## src/rtl/branch_predictor.sv

```systemverilog
// ============================================================================
// Module   : branch_predictor
// Bimodal predictor: 2-bit saturating counters indexed by low PC bits,
// registered lookup, execute-stage training and saturating debug statistics.
// Revision : 1.0
// ============================================================================
`default_nettype none

module branch_predictor #(
  parameter int PC_WIDTH   = 16,
  parameter int INDEX_BITS = 4
) (
  input  logic                clk,
  input  logic                rst_n,
  input  logic                lk_valid,
  input  logic [PC_WIDTH-1:0] lk_pc,
  input  logic                flush,
  output logic                pred_valid,
  output logic                pred_taken,
  input  logic                upd_valid,
  input  logic [PC_WIDTH-1:0] upd_pc,
  input  logic                upd_taken,
  input  logic                upd_miss,
  output logic [15:0]         branch_cnt,
  output logic [15:0]         miss_cnt
);

  localparam int          c_entries  = 1 << INDEX_BITS;
  localparam logic [1:0]  c_weak_nt  = 2'b01;
  localparam logic [15:0] c_cnt_max  = 16'hFFFF;

  logic [1:0]            r_table [c_entries];
  logic                  r_pred_valid;
  logic                  r_pred_taken;
  logic [15:0]           r_branch_cnt;
  logic [15:0]           r_miss_cnt;

  logic [INDEX_BITS-1:0] w_lk_idx;
  logic [INDEX_BITS-1:0] w_upd_idx;
  logic                  w_act;
  logic [1:0]            w_upd_old;
  logic [1:0]            w_upd_new;
  logic                  w_unused_pc;

  assign w_lk_idx    = lk_pc[INDEX_BITS-1:0];
  assign w_upd_idx   = upd_pc[INDEX_BITS-1:0];
  assign w_unused_pc = ^{lk_pc[PC_WIDTH-1:INDEX_BITS], upd_pc[PC_WIDTH-1:INDEX_BITS]};

  // The checker reports the guess it used and whether it was wrong;
  // their XOR is the real direction.
  assign w_act     = upd_taken ^ upd_miss;
  assign w_upd_old = r_table[w_upd_idx];

  always_comb begin
    w_upd_new = w_upd_old;
    if (w_act) begin
      if (w_upd_old != 2'b11) w_upd_new = w_upd_old + 2'd1;
    end else begin
      if (w_upd_old != 2'b00) w_upd_new = w_upd_old - 2'd1;
    end
  end

  // Lookup reads the pre-edge table, so a same-index update this cycle
  // is only seen by the following lookup.
  always_ff @(posedge clk or negedge rst_n) begin
    if (!rst_n) begin
      for (int e = 0; e < c_entries; e++) r_table[e] <= c_weak_nt;
    end else if (upd_valid) begin
      r_table[w_upd_idx] <= w_upd_new;
    end
  end

  always_ff @(posedge clk or negedge rst_n) begin
    if (!rst_n) begin
      r_pred_valid <= 1'b0;
      r_pred_taken <= 1'b0;
    end else if (lk_valid && !flush) begin
      r_pred_valid <= 1'b1;
      r_pred_taken <= r_table[w_lk_idx][1];
    end else begin
      r_pred_valid <= 1'b0;
    end
  end

  always_ff @(posedge clk or negedge rst_n) begin
    if (!rst_n) begin
      r_branch_cnt <= 16'd0;
      r_miss_cnt   <= 16'd0;
    end else if (upd_valid) begin
      if (r_branch_cnt != c_cnt_max) r_branch_cnt <= r_branch_cnt + 16'd1;
      if (upd_miss && (r_miss_cnt != c_cnt_max)) r_miss_cnt <= r_miss_cnt + 16'd1;
    end
  end

  assign pred_valid = r_pred_valid;
  assign pred_taken = r_pred_taken;
  assign branch_cnt = r_branch_cnt;
  assign miss_cnt   = r_miss_cnt;

endmodule

`default_nettype wire
```

## config.mk

```make
export PLATFORM = sky130hd
export DESIGN_NAME = branch_predictor
export DESIGN_NICKNAME = d
export VERILOG_FILES = /design/src/rtl/branch_predictor.sv
export SDC_FILE = /design/constraint.sdc
export NUM_CORES = 1
export LEC_CHECK = 0
export CAP_MARGIN = 20
export CORE_MARGIN = 3
export CORE_UTILIZATION = 51
export DETAILED_ROUTE_END_ITERATION = 10
export PLACE_DENSITY = 0.89
export SETUP_SLACK_MARGIN = 0.1
export SYNTH_ARGS = -nofsm -noshare
export SYNTH_HDL_FRONTEND = slang
export SYNTH_SLANG_ARGS = --single-unit
export TNS_END_PERCENT = 5
```

## constraint.sdc

```tcl
create_clock -name clk -period 2.5 [get_ports clk]
set_input_delay 0.5 -clock clk [delete_from_list [all_inputs] [get_ports clk]]
set_output_delay 0.5 -clock clk [all_outputs]
set_load 0.03 [all_outputs]
```

==> metrics <==
status finished clean; dpl ws -0.399 ns; Final Wtd Congestion 0.814; Cell Pwr Density 934 nW/um^2; hold slack 0.154 ns; xor/xnor cell area share of the yosys netlist 6.84%; critical path arrival 2.50 ns; shortest period the worst path allows 2.27 ns; CTS sink cnt 66; share of cells above drive strength 1 28.0%; placed insts 412; Synth Warn # 0; Post-synth EDFFs 0; Synth area leaders dfrtp_1 38%, dfstp_2 13%, mux2_2 10%, mux4_2 8.8%, xnor2_1 3.7%; adder-cell area share of the yosys netlist 1.43%; I/O pins 73; Detail Route Antenna Nets 0; cell taking the most area after synthesis dfrtp_1; Initial Util 54.3%; Via density 5.80; Yosys top cell area share 37.6%; number of detailed-route iterations in the first pass 4; via count 2481; Max Cap Viol 0; Critical-path top delay cell mux4_2; row count 28; Max VDD drop 0.000684 V; synthesized area 3330 um^2; setup slack, reg-to-reg 0.37 ns; Synth Area in Compound Gates 5.56%; post-synthesis cell type count 39; Syn Area/Cell 12.1 um^2; number of setup buffers added after CTS 0; Die Y 86.8 um; CP max FO 11; core footprint 6130 um^2; Worst-Margin Slew 0.812 ns; Die ar. 7530 um^2; crit-path max cell delay 0.57 ns; final cell count without fillers 428; grt ovf 0; Fin. Hold Viols 0; Achievable Freq 440 MHz; crit path cell chain dlygate4sd2_1 > buf_4 > mux4_2 > o21ai_0 > o22ai_1 > mux2_2; total track usage 21.1%; main flop type after synthesis dfrtp_1; Seq/Total Area, Yosys 50.2%; RSZ-0062 raised after global routing no; clock slew at reported path FFs 0.07 ns; simple-gate share of the synthesized area 15.2%; Die Wd 86.8 um; initial antenna violation count 0; Lkg Pwr 1.79 nW; drt drc 0; Worst Setup Start Kind input pin; # diodes 0; first-pass GRT wire length 12.4 mm; vias in the first global route 2659; # hold bufs at CTS 0; Detailed Place HPWL 5.18 mm; Setup Crit Path Kind in2reg; CTS H-tree depth 3; Root Driver clkbuf_8; nets@finish 389; final WL 7.28 mm; cts repair resizes 1; clock skew 0.00834 ns; setup TNS 0 ns; Slew Viols, Final 0; WL/cell 17.0 um; PnR worst setup slack 0.225 ns; fin crit share 91.0%; initial drt markers 147; mux share of post-synthesis cell area 19.6%; Num CTS Buffers 9; largest family of logic cells by synthesized area multiplexers; Required @ worst endpoint 2.73 ns; Syn Nets 316; Slew headroom 45.1%; largest net degree at the start of global routing 67; crit end category flop; ys async rst share 100%; clk_lat worst skew 0.34 ns; Final setup viols 0; Layout area overhead 28.4%; TritonCTS clock tree done; Synth Register Bits 66; Post-Syn Instances 275; clock tree buffer depth 2; HP Class in2async; IO buf count 48
metrics by stage:
step                util, %  cell area, um^2  total power [mW]
detailed placement     65.8             4030              2.92
finish                 69.7             4270              3.99
floorplan                 -             3330              2.43
global route           69.7             4270              4.20
global placement       65.8             4030              2.84
CTS                    69.7             4270              4.02
layer usage:
metal | up-vias | routed length [um] | global-route usage (%)
met3 | 15 | 379 | 6.18
li1 | 1173 | - | -
met1 | 1228 | 3080 | 26.3
met4 | 0 | 148 | 7.93
met5 | - | 0 | 0
met2 | 65 | 3670 | 34.8
cells in the mapped netlist, types with 2 or more instances:
cell type / n
or3_1: 2
xor2_1: 12
and3_1: 6
a21oi_1: 5
nand4_1: 9
o211ai_1: 5
xnor2_1: 14
and2_1: 2
nand2_1: 11
nor4_1: 3
nor2_1: 24
maj3_2: 2
nand3_1: 8
nor3_1: 12
nand2b_1: 5
nor4b_1: 3
mux2_2: 31
dfrtp_1: 50
clkbuf_1: 4
o21ai_0: 5
a31oi_1: 11
ha_1: 2
dfstp_2: 16
mux4_2: 13
and4_1: 2
inv_1: 3
nor2b_1: 3
flip-flops by register name, indices dropped and copies added, names as in the netlist:
name        count
r_table        32
branch_cnt     16
miss_cnt       16
pred_taken      1
pred_valid      1
area by class of cell:
type,instances,area (um^2)
repair buffers,68,637
clock buffers,10,128
clock inverters,6,115
inverters,3,11.3
multi-input cells,200,1620
well taps,75,93.8
fillers,435,1860
flip-flops and latches,66,1670
cell usage in the layout, fill, tap and decap left out, types with 3 or more instances in the layout:
cell	netlist	layout
clkdlybuf4s50_1	0	46
buf_4	1	19
and3_1	6	6
xor2_1	12	12
dfstp_2	16	16
a31oi_1	11	11
nor2b_1	3	3
mux4_2	13	13
o211ai_1	5	5
bufinv_16	0	3
nor3_1	12	12
nor2_1	24	24
inv_1	3	3
mux2_2	31	31
nand4_1	9	9
clkbuf_8	0	9
dfrtp_1	50	50
xnor2_1	14	14
nand2b_1	5	5
o21ai_0	5	5
nand2_1	11	11
nor4_1	3	3
nand3_1	8	8
a21oi_1	5	5
nor4b_1	3	3
final timing paths:
check                          startpoint              to  cells after the start
max                             upd_pc[0]     r_table[13]                      6
max reg2reg                 branch_cnt[3]   branch_cnt[1]                      4
min                                 rst_n     r_table[15]                      2
min in group clk           branch_cnt[13]  branch_cnt[13]                      1
min reg2reg                branch_cnt[13]  branch_cnt[13]                      1
max in group asynchronous           rst_n     r_table[10]                      2
report_power, final:
group          total [mW]  switching (mW)  internal [mW]
Sequential           1.68           0.260           1.42
Clock                1.09           0.421          0.666
Combinational        1.22           0.597          0.626
Total                3.99            1.28           2.71
worst max-delay path, delay by kind of cell:
kind / cells / cell delay, ns
muxes: 2 / 0.92
buffers and inverters: 2 / 0.64
AOI/OAI and AO/OA: 2 / 0.44
cell families (layout without fill, tap and decap cells):
| logic type | after synthesis | count (layout) |
|---|---|---|
| and+or+nand+nor | 95 | 95 |
| xor gates and xnor gates | 26 | 26 |
| DFF | 66 | 66 |
| adders and majority gates | 4 | 4 |
| AOI/OAI and AO/OA | 30 | 30 |
| muxes | 45 | 45 |
| buffers and inverters | 9 | 87 |
No activity file was read; power rests on OpenSTA's default activity.
